==> src/rtl/mem_dump_if.sv <==
// mem_dump_if: bundles the request, memory-read and character-stream signals
// of the hex-dump engine.
//   start/addr_i/len_i      : dump request (addr_i, len_i captured on start)
//   busy_o/done_o           : status
//   mem_a_o/mem_re_o/mem_d_i: byte memory read port (data one cycle after re)
//   ch_o/ch_v_o/ch_r_i      : valid/ready ASCII output stream
// The engine connects through the slave modport; the requester/memory/sink
// side uses the master modport.
interface mem_dump_if #(
  parameter int AW = 17
);
  logic          start;
  logic [AW-1:0] addr_i;
  logic [AW-1:0] len_i;
  logic          busy_o;
  logic          done_o;
  logic [AW-1:0] mem_a_o;
  logic          mem_re_o;
  logic [7:0]    mem_d_i;
  logic [7:0]    ch_o;
  logic          ch_v_o;
  logic          ch_r_i;

  modport slave (
    input  start, addr_i, len_i, mem_d_i, ch_r_i,
    output busy_o, done_o, mem_a_o, mem_re_o, ch_o, ch_v_o
  );

  modport master (
    output start, addr_i, len_i, mem_d_i, ch_r_i,
    input  busy_o, done_o, mem_a_o, mem_re_o, ch_o, ch_v_o
  );
endinterface

==> src/rtl/mem_dump.sv <==
// mem_dump: hardware hex-dump engine. Reads whole ROW-byte rows covering
// [addr_i, addr_i+len_i) into a local buffer, then streams each row as
// "\n<addr>: <hex groups>  <ascii>" followed by a final "\n".
// Ports:
//   clk   : clock, rising edge
//   rst_n : asynchronous active-low reset
//   bus   : mem_dump_if slave (request, memory read port, character stream)
//
// state | meaning
// IDLE  | waiting for start
// FETCH | reading ROW bytes of the current row into the buffer
// NL    | emitting the leading newline of a row
// ADR   | emitting ADIG hex digits of the row base
// COLON | emitting ':'
// HEX   | emitting group space / high nibble / low nibble per byte
// SEP   | emitting two spaces
// ASC   | emitting the printable-character column
// FIN   | emitting the trailing newline of the dump
// DONE  | one-cycle completion pulse
module mem_dump #(
  parameter int AW   = 17,
  parameter int ROW  = 16,
  parameter int GRP  = 4,
  parameter int ADIG = 4
) (
  input  logic      clk,
  input  logic      rst_n,
  mem_dump_if.slave bus
);
  localparam int IW = $clog2(ROW);
  localparam int EW = ADIG * 4;
  localparam int CW = (AW < EW) ? AW : EW;

  localparam logic [3:0] S_IDLE  = 4'd0;
  localparam logic [3:0] S_FETCH = 4'd1;
  localparam logic [3:0] S_NL    = 4'd2;
  localparam logic [3:0] S_ADR   = 4'd3;
  localparam logic [3:0] S_COLON = 4'd4;
  localparam logic [3:0] S_HEX   = 4'd5;
  localparam logic [3:0] S_SEP   = 4'd6;
  localparam logic [3:0] S_ASC   = 4'd7;
  localparam logic [3:0] S_FIN   = 4'd8;
  localparam logic [3:0] S_DONE  = 4'd9;

  logic [3:0]    r_state;
  logic [AW-1:0] r_base;
  logic [AW-1:0] r_rows;
  logic [IW:0]   r_fcnt;
  logic          r_rd_v;
  logic [IW-1:0] r_rd_idx;
  logic [7:0]    r_idx;
  logic [1:0]    r_sub;
  logic [7:0]    r_buf [ROW];

  logic          w_xfer;
  logic          w_re;
  logic [AW:0]   w_span;
  logic [7:0]    w_byte;
  logic [EW-1:0] w_base_ext;
  logic [3:0]    w_nib;

  function automatic logic [7:0] f_hex(input logic [3:0] n);
    return (n < 4'd10) ? (8'h30 + {4'h0, n}) : (8'h57 + {4'h0, n});
  endfunction

  assign w_xfer     = bus.ch_v_o && bus.ch_r_i;
  assign w_re       = (r_state == S_FETCH) && (r_fcnt < (IW+1)'(ROW));
  // Rows needed = ceil((addr mod ROW + len) / ROW); one extra bit avoids overflow.
  assign w_span     = ({1'b0, bus.len_i} + (AW+1)'(bus.addr_i[IW-1:0])
                       + (AW+1)'(ROW-1)) >> IW;
  assign w_byte     = r_buf[r_idx[IW-1:0]];
  assign w_base_ext = EW'(r_base[CW-1:0]);

  always_comb begin
    w_nib = 4'h0;
    if (int'(r_idx) < ADIG)
      w_nib = 4'(w_base_ext >> (4 * (ADIG - 1 - int'(r_idx))));
  end

  always_ff @(posedge clk or negedge rst_n) begin
    if (!rst_n) begin
      r_state  <= S_IDLE;
      r_base   <= '0;
      r_rows   <= '0;
      r_fcnt   <= '0;
      r_rd_v   <= 1'b0;
      r_rd_idx <= '0;
      r_idx    <= '0;
      r_sub    <= '0;
    end else begin
      r_rd_v   <= w_re;
      r_rd_idx <= r_fcnt[IW-1:0];
      case (r_state)
        S_IDLE: if (bus.start) begin
          if (bus.len_i != '0) begin
            r_base  <= bus.addr_i & ~AW'(ROW-1);
            r_rows  <= AW'(w_span);
            r_fcnt  <= '0;
            r_state <= S_FETCH;
          end else begin
            r_state <= S_DONE;
          end
        end
        // Extra cycle at r_fcnt == ROW lets the last read land in the buffer.
        S_FETCH: begin
          if (r_fcnt == (IW+1)'(ROW)) r_state <= S_NL;
          else                        r_fcnt  <= r_fcnt + 1'b1;
        end
        S_NL: if (w_xfer) begin
          r_idx   <= '0;
          r_state <= S_ADR;
        end
        S_ADR: if (w_xfer) begin
          if (int'(r_idx) == ADIG-1) r_state <= S_COLON;
          else                       r_idx   <= r_idx + 1'b1;
        end
        S_COLON: if (w_xfer) begin
          r_idx   <= '0;
          r_sub   <= 2'd0;
          r_state <= S_HEX;
        end
        // r_sub: 0 = group space, 1 = high nibble, 2 = low nibble.
        S_HEX: if (w_xfer) begin
          if (r_sub == 2'd2) begin
            if (int'(r_idx) == ROW-1) begin
              r_idx   <= '0;
              r_state <= S_SEP;
            end else begin
              r_idx <= r_idx + 1'b1;
              r_sub <= (((int'(r_idx) + 1) % GRP) == 0) ? 2'd0 : 2'd1;
            end
          end else begin
            r_sub <= r_sub + 1'b1;
          end
        end
        S_SEP: if (w_xfer) begin
          if (r_idx == 8'd1) begin
            r_idx   <= '0;
            r_state <= S_ASC;
          end else begin
            r_idx <= r_idx + 1'b1;
          end
        end
        S_ASC: if (w_xfer) begin
          if (int'(r_idx) == ROW-1) begin
            r_base <= r_base + AW'(ROW);
            r_rows <= r_rows - AW'(1);
            r_fcnt <= '0;
            r_state <= (r_rows == AW'(1)) ? S_FIN : S_FETCH;
          end else begin
            r_idx <= r_idx + 1'b1;
          end
        end
        S_FIN:   if (w_xfer) r_state <= S_DONE;
        S_DONE:  r_state <= S_IDLE;
        default: r_state <= S_IDLE;
      endcase
    end
  end

  always_ff @(posedge clk) begin
    if (r_rd_v) r_buf[r_rd_idx] <= bus.mem_d_i;
  end

  assign bus.mem_re_o = w_re;
  assign bus.mem_a_o  = r_base | AW'(r_fcnt[IW-1:0]);
  assign bus.busy_o   = (r_state != S_IDLE) && (r_state != S_DONE);
  assign bus.done_o   = (r_state == S_DONE);
  assign bus.ch_v_o   = (r_state >= S_NL) && (r_state <= S_FIN);

  always_comb begin
    bus.ch_o = 8'h00;
    case (r_state)
      S_NL:    bus.ch_o = 8'h0a;
      S_ADR:   bus.ch_o = f_hex(w_nib);
      S_COLON: bus.ch_o = 8'h3a;
      S_HEX: begin
        case (r_sub)
          2'd0:    bus.ch_o = 8'h20;
          2'd1:    bus.ch_o = f_hex(w_byte[7:4]);
          default: bus.ch_o = f_hex(w_byte[3:0]);
        endcase
      end
      S_SEP:   bus.ch_o = 8'h20;
      S_ASC:   bus.ch_o = (w_byte < 8'h20 || w_byte > 8'h7e) ? 8'h2e : w_byte;
      S_FIN:   bus.ch_o = 8'h0a;
      default: bus.ch_o = 8'h00;
    endcase
  end
endmodule
==> src/flat_wrapper.sv <==
// flat-port wrapper written by rule: the top's interface ports become plain ports
module mem_dump_flat 
#(
  parameter int AW   = 17,
  parameter int ROW  = 16,
  parameter int GRP  = 4,
  parameter int ADIG = 4
)
  (clk, rst_n, bus_start, bus_addr_i, bus_len_i, bus_mem_d_i, bus_ch_r_i, bus_busy_o, bus_done_o, bus_mem_a_o, bus_mem_re_o, bus_ch_o, bus_ch_v_o);
  mem_dump_if #(.AW(AW)) bus_i ();
  input  logic clk;
  input  logic rst_n;
  input wire logic [$bits(bus_i.start)-1:0] bus_start;
  input wire logic [$bits(bus_i.addr_i)-1:0] bus_addr_i;
  input wire logic [$bits(bus_i.len_i)-1:0] bus_len_i;
  input wire logic [$bits(bus_i.mem_d_i)-1:0] bus_mem_d_i;
  input wire logic [$bits(bus_i.ch_r_i)-1:0] bus_ch_r_i;
  output wire logic [$bits(bus_i.busy_o)-1:0] bus_busy_o;
  output wire logic [$bits(bus_i.done_o)-1:0] bus_done_o;
  output wire logic [$bits(bus_i.mem_a_o)-1:0] bus_mem_a_o;
  output wire logic [$bits(bus_i.mem_re_o)-1:0] bus_mem_re_o;
  output wire logic [$bits(bus_i.ch_o)-1:0] bus_ch_o;
  output wire logic [$bits(bus_i.ch_v_o)-1:0] bus_ch_v_o;
  assign bus_i.start = bus_start;
  assign bus_i.addr_i = bus_addr_i;
  assign bus_i.len_i = bus_len_i;
  assign bus_i.mem_d_i = bus_mem_d_i;
  assign bus_i.ch_r_i = bus_ch_r_i;
  assign bus_busy_o = bus_i.busy_o;
  assign bus_done_o = bus_i.done_o;
  assign bus_mem_a_o = bus_i.mem_a_o;
  assign bus_mem_re_o = bus_i.mem_re_o;
  assign bus_ch_o = bus_i.ch_o;
  assign bus_ch_v_o = bus_i.ch_v_o;
  mem_dump #(.AW(AW), .ROW(ROW), .GRP(GRP), .ADIG(ADIG)) u_core (.clk(clk), .rst_n(rst_n), .bus(bus_i));
endmodule
==> config.mk <==
export PLATFORM = sky130hd
export DESIGN_NAME = mem_dump_flat
export DESIGN_NICKNAME = d
export VERILOG_FILES = /design/src/rtl/mem_dump_if.sv /design/src/rtl/mem_dump.sv /design/src/flat_wrapper.sv
export SDC_FILE = /design/constraint.sdc
export NUM_CORES = 1
export LEC_CHECK = 0
export CAP_MARGIN = 15
export CORE_MARGIN = 1
export CORE_UTILIZATION = 63
export CTS_CLUSTER_SIZE = 12
export DETAILED_ROUTE_END_ITERATION = 6
export HOLD_SLACK_MARGIN = 0.05
export PLACE_DENSITY = 0.94
export SYNTH_ARGS = -nofsm -noshare
export SYNTH_HDL_FRONTEND = slang
export SYNTH_SLANG_ARGS = --single-unit
==> constraint.sdc <==
create_clock -name clk -period 5.7 [get_ports clk]
set_input_delay 1.14 -clock clk [delete_from_list [all_inputs] [get_ports clk]]
set_output_delay 1.14 -clock clk [all_outputs]
set_load 0.005 [all_outputs]
==> results.sh <==
export IMPL_synthCells=779
export IMPL_ys_flop_type="edfxtp_1"
export IMPL_seq_area_frac_synth_pct=55.1
export IMPL_drv_cap=0
export IMPL_globalRouteOverflowTotal=0
export IMPL_placed_cell_area_mm2=0.0102
export IMPL_p_leak_nw=3.83
export IMPL_cp_start_kind="register"
export IMPL_clock_skew_ps=12.2
export IMPL_cts_resized=0
export IMPL_crit_type="reg2out"
export IMPL_clock_sinks=182
export IMPL_nets=907
export IMPL_power_mw=5.27
export IMPL_antenna_left=0
export IMPL_rows=44
export IMPL_clock_root_buffer="clkbuf_16"
export IMPL_drt_wl_total_um=27000
export IMPL_powerDensity_mw_per_mm2=487
export IMPL_synth_distinct_cells=76
export IMPL_max_vdd_ir_drop_v=0.000333
export IMPL_drtPass1Iterations=6
export IMPL_synth_warnings=0
export IMPL_min_from="u_core.r_fcnt[3]"
export IMPL_ios=75
export IMPL_core_area_mm2=0.0146
export IMPL_num_vias=7554
export IMPL_drc=0
export IMPL_stdcell_area_mm2=0.0108
export IMPL_final_period_utilization_pct=95.3
export IMPL_highest_layer="met4"
export IMPL_route_met3_wl_um=3100
export IMPL_dp_hpwl_um=16400
export IMPL_multi_input_area_mm2=0.00387
export IMPL_holdBufCountCts=0
export IMPL_synth_nets=846
export IMPL_min_path_cells=0
export IMPL_clk_pin_slew_worst_paths_ps=80
export IMPL_cp_required_ps=4560
export IMPL_fillers=792
export IMPL_path_buf_inv=2
export IMPL_grt_pass1_wl_um=42000
export IMPL_antenna_found_initial=0
export IMPL_ys_seq_elements=182
export IMPL_num_antenna_cells=0
export IMPL_grt_pass1_vias=7207
export IMPL_syn_area_per_cell_um2=12.1
export IMPL_insertion_delay_ps=440
export IMPL_wl_met2_um=12800
export IMPL_critPathMaxStageDelay_ps=640
export IMPL_grt_total_usage_pct=35.8
export IMPL_path_cells="mux4_1 -> a22o_1 -> nor2_2 -> inv_1 -> ha_1 -> nand2b_1 -> o41ai_2 -> o2bb2ai_1 -> a211o_1 -> clkdlybuf4s50_1"
export IMPL_drt_iter0_drc=1344
export IMPL_grt_max_degree=55
export IMPL_setup_violations_final=0
export IMPL_critPathSlowestCell="mux4_1"
export IMPL_final_util_pct=74.2
export IMPL_cts_tree="yes"
export IMPL_r2r_start="u_core.r_idx[0]"
export IMPL_ff2ff_setup_slack_ps=1570
export IMPL_worst_pin_slew_ps=1170
export IMPL_area_sequential_mm2=0.00520
export IMPL_initial_utilization_pct=64.7
export IMPL_drive_gt1_share_pct=9.38
export IMPL_synth_async_sr_flop_share_pct=29.7
export IMPL_synth_edff_count=128
export IMPL_worstHoldPathType="reg2reg"
export IMPL_portBuffers=73
export IMPL_drt_met1_wl_um=9680
export IMPL_die_w_um=124
export IMPL_finalHoldViolations=0
export IMPL_fp_dieArea_mm2=0.0155
export IMPL_outcome="finished, final reports clean"
export IMPL_cp_max_fo=10
export IMPL_end_kind="primary output"
export IMPL_viasPerCell=7.28
export IMPL_drv_slew=0
export IMPL_relSlewSlack_pct=21.8
export IMPL_numCtsBuffers=17
export IMPL_worst_ep_arrival_time_ps=4290
export IMPL_cts_setup_buffers=0
export IMPL_rsz0062_at_grt="false"
export IMPL_cpLargestDelayFamily="compound AO/OA/AOI/OAI gates"
export IMPL_r2r_end="u_core.r_rows[13]"
export IMPL_place_gp_congestion=0.945
export IMPL_syn_to_final_growth_pct=14.8
export IMPL_r2r_cells=9
export IMPL_finalCriticalPeriod_ps=5430
export IMPL_netlist_area_mm2=0.00944
export IMPL_fin_setup_tns_ps=0
export IMPL_cts_buffer_depth=2
export IMPL_fmax_mhz=184
export IMPL_die_h_um=124
export IMPL_cts_htree_levels=4
export IMPL_wl_per_cell_um=26.0
export IMPL_worstHoldEndpoint="u_core.r_rd_idx[3]"
-- worst register-to-register path, delay by kind of cell (launching register included) --
kind	cells	cell delay (ps)
AOI/OAI and AO/OA	3	1370
and+or+nand+nor	4	1100
buffers and inverters	1	560
DFF	1	550
adders and majority gates	1	400
-- flip-flops by register name (all words and copies together), names as in the netlist --
name and count:
u_core.r_idx 8, u_core.r_rd_idx 4, u_core.r_fcnt 5, u_core.r_buf 128
u_core.r_base 13, u_core.r_sub 2, u_core.r_rd_v 1, u_core.r_state 4
u_core.r_rows 17
-- per-layer routing --
layer / track usage (%) / up-vias
li1: - / 3130
met1: 46.1 / 3569
met5: 0 / -
met2: 57.0 / 700
met3: 9.06 / 155
met4: 17.6 / 0
-- cell usage after synthesis, drive strengths merged, types with 6 or more instances --
cell type / number / share of area (%)
a21oi: 44 / 2.5
a22o: 6 / 0.56
a22oi: 7 / 0.70
a31oi: 6 / 0.40
and3: 10 / 0.66
buf: 25 / 2.0
clkbuf: 18 / 0.72
dfrtp: 54 / 14
edfxtp: 128 / 41
ha: 21 / 2.8
inv: 33 / 1.3
mux4: 34 / 8.9
nand2: 63 / 2.5
nand2b: 13 / 0.86
nand3: 22 / 1.2
nor2: 57 / 2.3
nor2b: 7 / 0.46
nor3: 29 / 1.5
nor4: 13 / 0.86
o21ai: 57 / 3.1
o22ai: 11 / 0.73
o31ai: 9 / 0.72
or3: 10 / 0.72
xnor2: 16 / 1.5
-- per-stage QoR --
step           hold slack (ps)  setup WS (ps)  std cells
2_1_floorplan              419           1650        779
3_3_place_gp               455           1000       1005
3_5_place_dp               471            838       1005
4_1_cts                    482            341       1037
5_1_grt                    495            155       1037
6_report                   486            268       1037
-- power by group --
group	internal [mW]	switching, mW
sequential	1.61	0.303
combinational	0.909	1.26
clock	0.622	0.574
-- cell type report --
class                      count  area share (%)
tap                          184            2.13
multi-input combinational    521            35.7
inverter                      33            1.14
timing repair buffer          85            7.53
clock buffer                  20            4.32
sequential                   182            48.0
clock inverter                12            1.18
-- kinds of logic after synthesis --
logic type / Yosys count / synth area share (%)
xor+xnor: 19 / 1.76
mux: 41 / 9.68
flops: 182 / 55.1
buf+inv: 76 / 4.04
simple gates: 250 / 13.2
other cells: 1 / 0.0397
fa+ha+maj: 21 / 2.78
compound gates: 189 / 13.4
-- worst max path at each step --
stage                          from          end  slack, ps  cells past startpoint
global placement    u_core.r_idx[0]  bus_ch_o[6]       1000                     10
global route        u_core.r_idx[0]  bus_ch_o[0]        160                     10
CTS                 u_core.r_idx[0]  bus_ch_o[6]        340                     10
finish              u_core.r_idx[0]  bus_ch_o[0]        270                     10
floorplan           u_core.r_idx[0]  bus_ch_o[6]       1650                     11
detailed placement  u_core.r_idx[0]  bus_ch_o[6]        840                     10
-- placed cells by master (no fill, tap or decap), types with 5 or more instances in the layout --
master	Yosys	final
clkdlybuf4s50_1	0	72
nand3_1	22	22
or3_1	9	9
mux2i_1	5	5
clkbuf_16	0	18
a22oi_1	6	6
a21oi_1	42	42
nor2b_1	7	7
o21ai_0	52	52
and3_1	10	10
o31ai_1	9	9
edfxtp_1	128	128
nand2b_1	13	13
ha_1	21	21
a22o_1	6	6
mux4_1	20	20
xnor2_1	16	16
nor3_1	29	29
buf_4	6	12
nor2_1	56	55
dfrtp_1	54	53
inv_1	33	33
mux4_2	14	14
a31oi_1	6	6
nand2_1	63	63
nor4_1	13	13
o22ai_1	11	11
Power figures use the tool's default switching activity.
